$ cat src/rtl/id_ex_stage_pkg.sv
// Shared widths, constants and state encodings for the decode->execute pipeline register.
package id_ex_stage_pkg;

   localparam int unsigned DATA_WIDTH  = 32;
   localparam int unsigned RDATA_WIDTH = 32;
   localparam int unsigned RADDR_WIDTH = 5;

   localparam logic [31:0] INST_NOP = 32'h0000_0013;  // addi x0, x0, 0
   localparam logic [31:0] ZERO     = 32'h0000_0000;

   typedef logic [1:0] state_t;

   // Occupancy states: nothing held, main entry only, main + skid entry
   localparam state_t ST_EMPTY = 2'd0;
   localparam state_t ST_ONE   = 2'd1;
   localparam state_t ST_TWO   = 2'd2;

endpackage

$ cat src/rtl/id_ex_stage_if.sv
// Decode/execute/write-back bus of the ID/EX stage. The stage uses the slave modport;
// whatever drives decode and consumes execute uses the master modport.
interface id_ex_stage_if #(
   parameter int unsigned DATA_W  = 32,
   parameter int unsigned INST_W  = 32,
   parameter int unsigned RADDR_W = 5
);

   logic               flush_i;
   logic               in_valid_i;
   logic               in_ready_o;
   logic [DATA_W-1:0]  pc_i;
   logic [INST_W-1:0]  inst_i;
   logic [DATA_W-1:0]  op1_i;
   logic [DATA_W-1:0]  op2_i;
   logic [RADDR_W-1:0] rs1_i;
   logic [RADDR_W-1:0] rs2_i;
   logic               op2_is_reg_i;
   logic               wb_we_i;
   logic [RADDR_W-1:0] wb_waddr_i;
   logic [DATA_W-1:0]  wb_wdata_i;
   logic               out_valid_o;
   logic               out_ready_i;
   logic [DATA_W-1:0]  pc_o;
   logic [INST_W-1:0]  inst_o;
   logic [DATA_W-1:0]  op1_o;
   logic [DATA_W-1:0]  op2_o;

   modport slave (
      input  flush_i, in_valid_i, pc_i, inst_i, op1_i, op2_i, rs1_i, rs2_i, op2_is_reg_i,
      input  wb_we_i, wb_waddr_i, wb_wdata_i, out_ready_i,
      output in_ready_o, out_valid_o, pc_o, inst_o, op1_o, op2_o
   );

   modport master (
      output flush_i, in_valid_i, pc_i, inst_i, op1_i, op2_i, rs1_i, rs2_i, op2_is_reg_i,
      output wb_we_i, wb_waddr_i, wb_wdata_i, out_ready_i,
      input  in_ready_o, out_valid_o, pc_o, inst_o, op1_o, op2_o
   );

endinterface

$ cat src/rtl/id_ex_entry.sv
// One payload slot of the ID/EX stage. Loads on load_i. With ID_EX_BYPASS_EN defined it
// also keeps rs1/rs2/op2_is_reg and patches its operands from the write-back port every
// cycle, including on the cycle it captures new data.
module id_ex_entry
   import id_ex_stage_pkg::*;
#(
   parameter int unsigned DATA_W  = 32,
   parameter int unsigned INST_W  = 32,
   parameter int unsigned RADDR_W = 5
) (
   input  logic               clk_i,
   input  logic               rst_n_i,
   input  logic               load_i,
   input  logic [DATA_W-1:0]  pc_i,
   input  logic [INST_W-1:0]  inst_i,
   input  logic [DATA_W-1:0]  op1_i,
   input  logic [DATA_W-1:0]  op2_i,
`ifdef ID_EX_BYPASS_EN
   input  logic [RADDR_W-1:0] rs1_i,
   input  logic [RADDR_W-1:0] rs2_i,
   input  logic               op2_is_reg_i,
   input  logic               wb_we_i,
   input  logic [RADDR_W-1:0] wb_waddr_i,
   input  logic [DATA_W-1:0]  wb_wdata_i,
   output logic [RADDR_W-1:0] rs1_o,
   output logic [RADDR_W-1:0] rs2_o,
   output logic               op2_is_reg_o,
`endif
   output logic [DATA_W-1:0]  pc_o,
   output logic [INST_W-1:0]  inst_o,
   output logic [DATA_W-1:0]  op1_o,
   output logic [DATA_W-1:0]  op2_o
);

   logic [DATA_W-1:0] r_pc;
   logic [INST_W-1:0] r_inst;
   logic [DATA_W-1:0] r_op1;
   logic [DATA_W-1:0] r_op2;

`ifdef ID_EX_BYPASS_EN
   logic [RADDR_W-1:0] r_rs1;
   logic [RADDR_W-1:0] r_rs2;
   logic               r_op2_is_reg;
   logic [RADDR_W-1:0] w_rs1_src;
   logic [RADDR_W-1:0] w_rs2_src;
   logic               w_is_reg_src;
   logic [DATA_W-1:0]  w_op1_src;
   logic [DATA_W-1:0]  w_op2_src;
   logic [DATA_W-1:0]  w_op1_d;
   logic [DATA_W-1:0]  w_op2_d;

   // Select the operand source (new data or held data), then patch it from write-back
   always_comb begin
      w_rs1_src    = load_i ? rs1_i        : r_rs1;
      w_rs2_src    = load_i ? rs2_i        : r_rs2;
      w_is_reg_src = load_i ? op2_is_reg_i : r_op2_is_reg;
      w_op1_src    = load_i ? op1_i        : r_op1;
      w_op2_src    = load_i ? op2_i        : r_op2;
      w_op1_d      = w_op1_src;
      w_op2_d      = w_op2_src;
      // x0 is never written back, so a zero address never patches
      if (wb_we_i && (wb_waddr_i != '0) && (wb_waddr_i == w_rs1_src)) begin
         w_op1_d = wb_wdata_i;
      end
      if (wb_we_i && (wb_waddr_i != '0) && (wb_waddr_i == w_rs2_src) && w_is_reg_src) begin
         w_op2_d = wb_wdata_i;
      end
   end

   // Operands update every cycle (patching); the rest only on load
   always_ff @(posedge clk_i or negedge rst_n_i) begin
      if (!rst_n_i) begin
         r_pc         <= '0;
         r_inst       <= INST_W'(INST_NOP);
         r_op1        <= '0;
         r_op2        <= '0;
         r_rs1        <= '0;
         r_rs2        <= '0;
         r_op2_is_reg <= 1'b0;
      end else begin
         r_op1 <= w_op1_d;
         r_op2 <= w_op2_d;
         if (load_i) begin
            r_pc         <= pc_i;
            r_inst       <= inst_i;
            r_rs1        <= rs1_i;
            r_rs2        <= rs2_i;
            r_op2_is_reg <= op2_is_reg_i;
         end
      end
   end

   assign rs1_o        = r_rs1;
   assign rs2_o        = r_rs2;
   assign op2_is_reg_o = r_op2_is_reg;
`else
   // Plain payload register, held verbatim until the next load
   always_ff @(posedge clk_i or negedge rst_n_i) begin
      if (!rst_n_i) begin
         r_pc   <= '0;
         r_inst <= INST_W'(INST_NOP);
         r_op1  <= '0;
         r_op2  <= '0;
      end else if (load_i) begin
         r_pc   <= pc_i;
         r_inst <= inst_i;
         r_op1  <= op1_i;
         r_op2  <= op2_i;
      end
   end
`endif

   assign pc_o   = r_pc;
   assign inst_o = r_inst;
   assign op1_o  = r_op1;
   assign op2_o  = r_op2;

endmodule

$ cat src/rtl/id_ex_stage.sv
// Decode->execute pipeline register with a 2-entry skid buffer (main entry M, skid entry S)
// and a registered in_ready_o. Optional write-back operand patching: define ID_EX_BYPASS_EN.
module id_ex_stage
   import id_ex_stage_pkg::*;
#(
   parameter int unsigned DATA_W  = DATA_WIDTH,
   parameter int unsigned INST_W  = RDATA_WIDTH,
   parameter int unsigned RADDR_W = RADDR_WIDTH
) (
   input logic          clk_i,
   input logic          rst_n_i,
   id_ex_stage_if.slave bus
);

   state_t r_state;
   state_t w_state_d;
   logic   r_in_ready;
   logic   w_out_valid;
   logic   w_acc;
   logic   w_pop;
   logic   w_m_load;
   logic   w_s_load;
   logic   w_m_from_s;

   logic [DATA_W-1:0] w_m_pc_in, w_m_op1_in, w_m_op2_in;
   logic [INST_W-1:0] w_m_inst_in;
   logic [DATA_W-1:0] w_m_pc, w_m_op1, w_m_op2, w_s_pc, w_s_op1, w_s_op2;
   logic [INST_W-1:0] w_m_inst, w_s_inst;

   assign w_out_valid = (r_state != ST_EMPTY);
   assign w_acc       = bus.in_valid_i & r_in_ready;
   assign w_pop       = w_out_valid & bus.out_ready_i;
   // Only in TWO does M refill from S; elsewhere it captures decode directly
   assign w_m_from_s  = (r_state == ST_TWO);

   // Occupancy next state and entry load enables; flush overrides everything
   always_comb begin
      w_state_d = r_state;
      w_m_load  = 1'b0;
      w_s_load  = 1'b0;
      if (bus.flush_i) begin
         w_state_d = ST_EMPTY;
      end else begin
         case (r_state)
            ST_EMPTY: begin
               if (w_acc) begin
                  w_m_load  = 1'b1;
                  w_state_d = ST_ONE;
               end
            end
            ST_ONE: begin
               if (w_acc && w_pop) begin
                  w_m_load = 1'b1;
               end else if (w_acc) begin
                  w_s_load  = 1'b1;
                  w_state_d = ST_TWO;
               end else if (w_pop) begin
                  w_state_d = ST_EMPTY;
               end
            end
            ST_TWO: begin
               if (w_pop) begin
                  w_m_load  = 1'b1;
                  w_state_d = ST_ONE;
               end
            end
            default: w_state_d = ST_EMPTY;
         endcase
      end
   end

   // State and registered ready: ready drops only while both entries are occupied
   always_ff @(posedge clk_i or negedge rst_n_i) begin
      if (!rst_n_i) begin
         r_state    <= ST_EMPTY;
         r_in_ready <= 1'b1;
      end else begin
         r_state    <= w_state_d;
         r_in_ready <= (w_state_d != ST_TWO);
      end
   end

   // Source mux for the main entry
   always_comb begin
      w_m_pc_in   = w_m_from_s ? w_s_pc   : bus.pc_i;
      w_m_inst_in = w_m_from_s ? w_s_inst : bus.inst_i;
      w_m_op1_in  = w_m_from_s ? w_s_op1  : bus.op1_i;
      w_m_op2_in  = w_m_from_s ? w_s_op2  : bus.op2_i;
   end

`ifdef ID_EX_BYPASS_EN
   logic [RADDR_W-1:0] w_s_rs1, w_s_rs2, w_m_rs1_in, w_m_rs2_in, w_m_rs1, w_m_rs2;
   logic               w_s_is_reg, w_m_is_reg_in, w_m_is_reg;

   // Register-address source mux for the main entry
   always_comb begin
      w_m_rs1_in    = w_m_from_s ? w_s_rs1    : bus.rs1_i;
      w_m_rs2_in    = w_m_from_s ? w_s_rs2    : bus.rs2_i;
      w_m_is_reg_in = w_m_from_s ? w_s_is_reg : bus.op2_is_reg_i;
   end

   // M's stored addresses are only needed when patching, never read out
   logic w_unused_m_addr;
   assign w_unused_m_addr = ^{w_m_rs1, w_m_rs2, w_m_is_reg};
`else
   // Bypass inputs have no function in this build
   logic w_unused_bypass;
   assign w_unused_bypass = ^{bus.rs1_i, bus.rs2_i, bus.op2_is_reg_i, bus.wb_we_i,
                              bus.wb_waddr_i, bus.wb_wdata_i};
`endif

   id_ex_entry #(
      .DATA_W (DATA_W),
      .INST_W (INST_W),
      .RADDR_W(RADDR_W)
   ) u_main (
      .clk_i       (clk_i),
      .rst_n_i     (rst_n_i),
      .load_i      (w_m_load),
      .pc_i        (w_m_pc_in),
      .inst_i      (w_m_inst_in),
      .op1_i       (w_m_op1_in),
      .op2_i       (w_m_op2_in),
`ifdef ID_EX_BYPASS_EN
      .rs1_i       (w_m_rs1_in),
      .rs2_i       (w_m_rs2_in),
      .op2_is_reg_i(w_m_is_reg_in),
      .wb_we_i     (bus.wb_we_i),
      .wb_waddr_i  (bus.wb_waddr_i),
      .wb_wdata_i  (bus.wb_wdata_i),
      .rs1_o       (w_m_rs1),
      .rs2_o       (w_m_rs2),
      .op2_is_reg_o(w_m_is_reg),
`endif
      .pc_o        (w_m_pc),
      .inst_o      (w_m_inst),
      .op1_o       (w_m_op1),
      .op2_o       (w_m_op2)
   );

   id_ex_entry #(
      .DATA_W (DATA_W),
      .INST_W (INST_W),
      .RADDR_W(RADDR_W)
   ) u_skid (
      .clk_i       (clk_i),
      .rst_n_i     (rst_n_i),
      .load_i      (w_s_load),
      .pc_i        (bus.pc_i),
      .inst_i      (bus.inst_i),
      .op1_i       (bus.op1_i),
      .op2_i       (bus.op2_i),
`ifdef ID_EX_BYPASS_EN
      .rs1_i       (bus.rs1_i),
      .rs2_i       (bus.rs2_i),
      .op2_is_reg_i(bus.op2_is_reg_i),
      .wb_we_i     (bus.wb_we_i),
      .wb_waddr_i  (bus.wb_waddr_i),
      .wb_wdata_i  (bus.wb_wdata_i),
      .rs1_o       (w_s_rs1),
      .rs2_o       (w_s_rs2),
      .op2_is_reg_o(w_s_is_reg),
`endif
      .pc_o        (w_s_pc),
      .inst_o      (w_s_inst),
      .op1_o       (w_s_op1),
      .op2_o       (w_s_op2)
   );

   // Head payload, forced to NOP/zero whenever nothing valid is presented
   always_comb begin
      bus.in_ready_o  = r_in_ready;
      bus.out_valid_o = w_out_valid;
      bus.pc_o        = w_out_valid ? w_m_pc   : DATA_W'(ZERO);
      bus.inst_o      = w_out_valid ? w_m_inst : INST_W'(INST_NOP);
      bus.op1_o       = w_out_valid ? w_m_op1  : DATA_W'(ZERO);
      bus.op2_o       = w_out_valid ? w_m_op2  : DATA_W'(ZERO);
   end

endmodule

$ cat src/flat_wrapper.sv
// flat-port wrapper written by rule: the top's interface ports become plain ports
module id_ex_stage_flat import id_ex_stage_pkg::*;
#(
   parameter int unsigned DATA_W  = DATA_WIDTH,
   parameter int unsigned INST_W  = RDATA_WIDTH,
   parameter int unsigned RADDR_W = RADDR_WIDTH
)
  (clk_i, rst_n_i, bus_flush_i, bus_in_valid_i, bus_pc_i, bus_inst_i, bus_op1_i, bus_op2_i, bus_rs1_i, bus_rs2_i, bus_op2_is_reg_i, bus_wb_we_i, bus_wb_waddr_i, bus_wb_wdata_i, bus_out_ready_i, bus_in_ready_o, bus_out_valid_o, bus_pc_o, bus_inst_o, bus_op1_o, bus_op2_o);
  id_ex_stage_if #(.DATA_W(DATA_W), .INST_W(INST_W), .RADDR_W(RADDR_W)) bus_i ();
  input logic clk_i;
  input logic rst_n_i;
  input wire logic [$bits(bus_i.flush_i)-1:0] bus_flush_i;
  input wire logic [$bits(bus_i.in_valid_i)-1:0] bus_in_valid_i;
  input wire logic [$bits(bus_i.pc_i)-1:0] bus_pc_i;
  input wire logic [$bits(bus_i.inst_i)-1:0] bus_inst_i;
  input wire logic [$bits(bus_i.op1_i)-1:0] bus_op1_i;
  input wire logic [$bits(bus_i.op2_i)-1:0] bus_op2_i;
  input wire logic [$bits(bus_i.rs1_i)-1:0] bus_rs1_i;
  input wire logic [$bits(bus_i.rs2_i)-1:0] bus_rs2_i;
  input wire logic [$bits(bus_i.op2_is_reg_i)-1:0] bus_op2_is_reg_i;
  input wire logic [$bits(bus_i.wb_we_i)-1:0] bus_wb_we_i;
  input wire logic [$bits(bus_i.wb_waddr_i)-1:0] bus_wb_waddr_i;
  input wire logic [$bits(bus_i.wb_wdata_i)-1:0] bus_wb_wdata_i;
  input wire logic [$bits(bus_i.out_ready_i)-1:0] bus_out_ready_i;
  output wire logic [$bits(bus_i.in_ready_o)-1:0] bus_in_ready_o;
  output wire logic [$bits(bus_i.out_valid_o)-1:0] bus_out_valid_o;
  output wire logic [$bits(bus_i.pc_o)-1:0] bus_pc_o;
  output wire logic [$bits(bus_i.inst_o)-1:0] bus_inst_o;
  output wire logic [$bits(bus_i.op1_o)-1:0] bus_op1_o;
  output wire logic [$bits(bus_i.op2_o)-1:0] bus_op2_o;
  assign bus_i.flush_i = bus_flush_i;
  assign bus_i.in_valid_i = bus_in_valid_i;
  assign bus_i.pc_i = bus_pc_i;
  assign bus_i.inst_i = bus_inst_i;
  assign bus_i.op1_i = bus_op1_i;
  assign bus_i.op2_i = bus_op2_i;
  assign bus_i.rs1_i = bus_rs1_i;
  assign bus_i.rs2_i = bus_rs2_i;
  assign bus_i.op2_is_reg_i = bus_op2_is_reg_i;
  assign bus_i.wb_we_i = bus_wb_we_i;
  assign bus_i.wb_waddr_i = bus_wb_waddr_i;
  assign bus_i.wb_wdata_i = bus_wb_wdata_i;
  assign bus_i.out_ready_i = bus_out_ready_i;
  assign bus_in_ready_o = bus_i.in_ready_o;
  assign bus_out_valid_o = bus_i.out_valid_o;
  assign bus_pc_o = bus_i.pc_o;
  assign bus_inst_o = bus_i.inst_o;
  assign bus_op1_o = bus_i.op1_o;
  assign bus_op2_o = bus_i.op2_o;
  id_ex_stage #(.DATA_W(DATA_W), .INST_W(INST_W), .RADDR_W(RADDR_W)) u_core (.clk_i(clk_i), .rst_n_i(rst_n_i), .bus(bus_i));
endmodule
$ cat config.mk
export PLATFORM = sky130hd
export DESIGN_NAME = id_ex_stage_flat
export DESIGN_NICKNAME = d
export VERILOG_FILES = /design/src/rtl/id_ex_stage_pkg.sv /design/src/rtl/id_ex_stage_if.sv /design/src/rtl/id_ex_entry.sv /design/src/rtl/id_ex_stage.sv /design/src/flat_wrapper.sv
export SDC_FILE = /design/constraint.sdc
export NUM_CORES = 1
export LEC_CHECK = 0
export CAP_MARGIN = 40
export CORE_UTILIZATION = 40
export CTS_CLUSTER_DIAMETER = 60
export CTS_CLUSTER_SIZE = 12
export DETAILED_ROUTE_END_ITERATION = 10
export PLACE_DENSITY = 0.78
export SYNTH_ARGS = -nofsm -noshare
export SYNTH_HDL_FRONTEND = slang
export SYNTH_SLANG_ARGS = --single-unit
$ cat constraint.sdc
create_clock -name clk_i -period 3.3 [get_ports clk_i]
set_input_delay 0.825 -clock clk_i [delete_from_list [all_inputs] [get_ports clk_i]]
set_output_delay 0.825 -clock clk_i [all_outputs]
set_load 0.02 [all_outputs]
==> flow_summary.toml, run 1 <==
[run_status]
status = "finished, final reports clean"

[synthesis]
synth_top_family_by_area = "multiplexers"
netlist_instances = 985
synth_fp_nets = 1167
synth_xor_area_share_pct = 0
synth.distinct_cells = 24
synthMuxAreaShare_pct = 23.54
synthAdderAreaFrac_pct = 0
synth_compound_area_share_pct = 5.809
synth-seq-cells = 259
syn_area_um2 = 11610
yosys_warnings = 0
ys_seq_area_share_pct = 55.90
avgSynthCellArea_um2 = 11.79
synthSimpleGateAreaFrac_pct = 11.59

[timing]
setup_viol = 0
relSlewSlack_pct = 45.83
post-route-min-period_ps = 3159
skew_ps = 9.857
worst_slack_ps = 141.2
min_period_over_period_pct = 95.72
holdWs_ps = 335.7
hold_viol = 0
worst_slew_pin_slew_ps = 810.9
rsz0062_at_grt = "false"
clock.fmax_mhz = 316.6
finalMaxSlewViolations = 0
tns_ps = 0

[routing]
dr.pass1.iters = 4
wire_per_inst_um = 16.37
vias = 8034
wirelength_um = 26920
drt-vias-per-instance = 4.887
postRouteAntennaNets = 0
drcViolationCount = 0
drt_iter0_drc = 431

[floorplanning]
pin_count = 312
start_util_pct = 40.56
dieArea_um2 = 29710
fp.dieW_um = 172.4
core_area_um2 = 28630
fp.dieH_um = 172.4
rows = 62

[power_and_ir_drop]
swShare_pct = 27.02
seq_power_share_pct = 48.1
p_switching_w = 0.002441
vdd_drop_max_mv = 0.3927
p_leak_nw = 6.517
power_per_cell_area_nw_per_um2 = 579.0
intPower_w = 0.006593
combPwrFrac_pct = 21.0
pwr-share-clk_pct = 30.8

[clocking]
cts_sinks = 259
cts_max_level = 1
clk_pin_slew_worst_paths_ps = 60
cts-hold-fix-buffers = 0
clock_latency_ps = 520
root_buffer = "clkbuf_16"
cts_tree = "yes"
cts_made_buffers = 27
cts_buffer_depth = 3

[placed_design]
postPlaceCellArea_um2 = 14790
hpwl_um = 17780
dp_slack_ps = 485.3
place_congestion = 0.7629
port_buffers = 262

[critical_path]
cp.arrival_ps = 2330
path_cells = "or2_4 -> buf_12 -> buf_4 -> and2_1 -> clkdlybuf4s50_1"
startpoint_type = "register"
r2r-start = "u_core.r_state[1]"
rr_worst_depth = 4
reg2reg_slack_ps = 1240
worstPathMaxFanout = 10
crit_family = "buffers and inverters"
worst_r2r_endpoint = "u_core.u_main.inst_o[12]"
setup.worst_path.end_class = "output pin"
crit_type = "reg2out"
slowest_stage = "clkdlybuf4s50_1"
path_buf_inv = 3
cpPeakStageDelay_ps = 530
required_ps = 2470

[global_routing]
grt_use_total_pct = 18.08
antenna_found_initial = 3
grt-ovfl-total = 0
grt_max_degree = 92
grt_pass1_wl_um = 42520
grt_pass1_vias = 8220

[layout]
nets = 1421
fill_cells = 2421
stdcell_area_um2 = 15600
drive_gt1_share_pct = 16.28
syn_to_final_growth_pct = 34.39

[hold_path]
hp-class = "in2async"

[job]
maxCapViolations = 0
## stage by stage
stage	total power, W	utilization, %	std cells
6_report	0.009034	54.51	1644
4_1_cts	0.009143	54.50	1643
5_1_grt	0.009530	54.50	1643
3_5_place_dp	0.006318	51.65	1592
3_3_place_gp	0.006196	51.65	1592
2_1_floorplan	0.005440	-	985
## power groups by stage
stage	Clock (W)	Combinational (W)	Sequential, W
after floorplan	0	0.00116	0.00428
after global placement	0	0.00185	0.00435
after detailed placement	0	0.00192	0.00440
after CTS	0.00286	0.00193	0.00435
after global routing	0.00299	0.00210	0.00444
final	0.00279	0.00190	0.00435
## repair_timing
item                                    CTS  global route
endpoints found under the setup margin   60             0
gates resized for setup                   2             0
hold endpoints to repair                  0             0
buffers inserted                          1             0
## flip-flops by register name, indices dropped and copies added (netlist names)
name and count:
u_core.u_skid.op1_o 32, u_core.u_main.inst_o 32, u_core.u_skid.pc_o 32, u_core.u_main.op1_o 32, u_core.u_main.op2_o 32, u_core.u_skid.inst_o 32
u_core.r_state 2, u_core.u_skid.op2_o 32, u_core.u_main.pc_o 32, u_core.bus.in_ready_o 1
## cells by family (layout without fill, tap and decap cells)
| kind of cell | after synthesis | after routing |
|---|---|---|
| AND/OR/NAND/NOR | 266 | 267 |
| flip-flops | 259 | 259 |
| multiplexers | 257 | 257 |
| AO/OA/AOI/OAI | 132 | 132 |
| buffers and inverters | 71 | 344 |
| other | 0 | 1 |
## placed cells by master (no fill, tap or decap)
master,synthesis,final
clkdlybuf4s50_1,0,261
dfrtp_1,252,250
nand2_1,130,130
mux2i_1,129,129
mux2_2,128,128
and2_1,125,125
o21ai_0,88,88
o21ai_1,40,40
clkbuf_16,0,27
clkbuf_1,26,18
buf_4,1,16
buf_12,0,16
dfstp_2,7,7
nand2b_1,4,4
dfrtp_2,0,2
diode_2,0,1
and3b_1,1,1
a211o_1,1,1
inv_1,1,1
nor2b_1,2,1
a21oi_1,1,1
o22a_1,1,1
nor2_1,1,1
or2_4,0,1
nand3b_1,1,1
nand4bb_1,1,1
o41a_2,0,1
nor2b_4,0,1
inv_8,0,1
clkinv_4,0,1
inv_6,0,1
clkbuf_8,0,1
or2_2,1,1
buf_8,0,1
## how the worst max path moves through the flow
stage	start	endpoint	slack (ps)	cells past startpoint
3_5_place_dp	u_core.r_state[0]	bus_pc_o[27]	490	4
5_1_grt	u_core.r_state[0]	bus_inst_o[2]	60	4
6_report	u_core.r_state[0]	bus_op2_o[18]	140	5
4_1_cts	u_core.r_state[0]	bus_op2_o[18]	90	5
3_3_place_gp	u_core.r_state[0]	bus_pc_o[27]	520	4
2_1_floorplan	u_core.r_state[1]	bus_inst_o[10]	1170	4
## synthesized netlist by cell type, drive strengths merged
cell     count  area [µm²]
dfrtp      252        6306
nand2      130       488.0
mux2i      129        1291
mux2       128        1441
o21ai      128       640.6
and2       125       782.0
buf         44       266.5
clkbuf      26       97.59
dfstp        7       183.9
nand2b       4       25.02
nor2b        2       12.51
a211o        1       8.760
a21oi        1       5.000
and3b        1       8.760
inv          1       3.750
nand3b       1       7.510
nand4bb      1       11.26
nor2         1       3.750
o22a         1       8.760
o41a         1       11.26
or2          1       6.260
## cell type report
class	count	area (µm²)	area share [%]
sequential	259	6492	41.61
multi-input combinational	656	4770	30.57
timing repair buffer	294	3068	19.66
clock buffer	46	757.0	4.852
tap	384	480.5	3.079
clock inverter	3	28.78	0.1844
inverter	1	3.754	0.02406
antenna	1	2.502	0.01604
## routing by layer
metal | share of wire [%] | vias up | global-route usage, %
li1 | - | 3871 | -
met1 | 43 | 3953 | 22.57
met2 | 49 | 174 | 30.75
met3 | 6.7 | 36 | 4.875
met4 | 1.9 | 0 | 4.848
met5 | 0 | - | 0
(Power assumes the default switching activity.)
==> run 2, diff against run 1 <==
- CORE_ASPECT_RATIO: unset -> 1.25
==> run 2 against run 1 <==
Compared with the run above:
- worst setup slack improved by 83 ps
- sequential share of layout area is 0.76 points higher
- total power is 1.7% lower
- design area decreased by 1.8%
- clock skew decreased by 1.8 ps
- largest cell class unchanged
- largest power group unchanged
==> flow_summary.toml, run 2 (synthesized netlist as in run 1, its figures left out) <==
[timing]
post-route-min-period_ps = 3076
holdWs_ps = 314.7
rsz0062_at_grt = "false"
min_period_over_period_pct = 93.22
clock.fmax_mhz = 325.1
relSlewSlack_pct = 48.73
hold_viol = 0
tns_ps = 0
finalMaxSlewViolations = 0
skew_ps = 8.069
setup_viol = 0
worst_slack_ps = 223.9
worst_slew_pin_slew_ps = 769.0

[run_status]
status = "finished, final reports clean"

[critical_path]
path_buf_inv = 2
critical_path.startpoint = "u_core.r_state[1]"
r2r-start = "u_core.bus.in_ready_o"
path_cells = "or2_4 -> buf_12 -> and2_1 -> clkdlybuf4s50_1"
worst_r2r_endpoint = "u_core.u_main.op1_o[9]"
cpPeakStageDelay_ps = 590
worstPathMaxFanout = 42
reg2reg_slack_ps = 1300
startpoint_type = "register"
setup.worst_path.end_class = "output pin"
crit_type = "reg2out"
cp.arrival_ps = 2250
crit_family = "buffers and inverters"
required_ps = 2470
rr_worst_depth = 5
slowest_stage = "clkdlybuf4s50_1"

[floorplanning]
pin_count = 312
core_area_um2 = 28490
dieArea_um2 = 29710
fp.dieW_um = 154.4
start_util_pct = 40.75
fp.dieH_um = 192.5
rows = 69

[global_routing]
grt_pass1_wl_um = 41630
antenna_found_initial = 2
grt_use_total_pct = 17.45
grt_pass1_vias = 8025
grt_max_degree = 173
grt-ovfl-total = 0

[routing]
drt_iter0_drc = 354
wire_per_inst_um = 16.40
dr.pass1.iters = 4
wirelength_um = 26050
vias = 7898
postRouteAntennaNets = 0
drcViolationCount = 0
drt-vias-per-instance = 4.974

[power_and_ir_drop]
p_leak_nw = 6.382
swShare_pct = 26.59
intPower_w = 0.006516
seq_power_share_pct = 48.9
combPwrFrac_pct = 20.9
power_per_cell_area_nw_per_um2 = 579.5
vdd_drop_max_mv = 0.3885
p_switching_w = 0.002360
pwr-share-clk_pct = 30.2

[placed_design]
dp_slack_ps = 513.6
port_buffers = 262
place_congestion = 0.7472
hpwl_um = 17020

[layout]
regArea_um2 = 6490
multiInputGateArea_um2 = 4763
nets = 1400
syn_to_final_growth_pct = 31.92
layout_common_cells = "clkdlybuf4s50_1 (261), dfrtp_1 (252), nand2_1 (130)"
fill_cells = 2464
final_common_cell = "clkdlybuf4s50_1"
drive_gt1_share_pct = 14.80

[clocking]
cts_setup_buffers = 0
clock_latency_ps = 520
clk_pin_slew_worst_paths_ps = 60
cts-hold-fix-buffers = 0
cts_max_level = 1
cts_tree = "yes"
cts_buffer_depth = 3
cts_made_buffers = 26
cts_sinks = 259
postCtsResizedCells = 0
root_buffer = "clkbuf_16"

[hold_path]
hp-class = "in2async"

[job]
maxCapViolations = 0
==> run 2: cell count changes in the layout (fill, tap and decap cells not counted), sizes merged <==
cell / before / now
inv: 3 / 2
buf: 33 / 14
or2: 2 / 1
clkbuf: 46 / 38
diode: 1 / 3
==> run 2: per-stage QoR <==
step           util [%]  area [µm²]  power (W)  instances
3_3_place_gp      51.12       14560   0.006172       1545
6_report          53.76       15320   0.008876       1588
5_1_grt           53.74       15310   0.009361       1586
4_1_cts           53.73       15310   0.009002       1585
3_5_place_dp      51.12       14560   0.006281       1545
2_1_floorplan         -       11610   0.005440        985
==> run 2: final cells by class <==
class | instances | share of cell area [%]
Sequential cell | 259 | 42.37
Multi-Input combinational cell | 655 | 31.10
Timing Repair Buffer | 275 | 18.69
Clock buffer | 38 | 4.746
Tap cell | 355 | 2.900
Clock inverter | 2 | 0.1144
Antenna cell | 3 | 0.04902
Inverter | 1 | 0.02451
==> run 2: worst max path at each step <==
stage / endpoint / slack [ps] / depth (start not counted)
after floorplan: bus_inst_o[10] / 1170 / 4
after detailed placement: u_core.u_main.op1_o[12] / 510 / 5
after CTS: bus_inst_o[5] / 180 / 4
after global routing: bus_inst_o[17] / 130 / 4
final: bus_inst_o[6] / 220 / 4
after global placement: u_core.u_main.op1_o[20] / 580 / 5
==> run 2: power by group through the flow <==
stage	sequential [W]	combinational, W	clock [W]
6_report	0.00434	0.00186	0.00268
5_1_grt	0.00444	0.00204	0.00288
4_1_cts	0.00434	0.00189	0.00277
3_5_place_dp	0.00439	0.00189	0
3_3_place_gp	0.00434	0.00183	0
2_1_floorplan	0.00428	0.00116	0
==> run 2: routing by layer <==
layer	part of all wire [%]	track usage (%)
met5	0	0
met2	51	31.12
met3	5.3	3.436
met1	40	20.27
met4	3.9	8.035
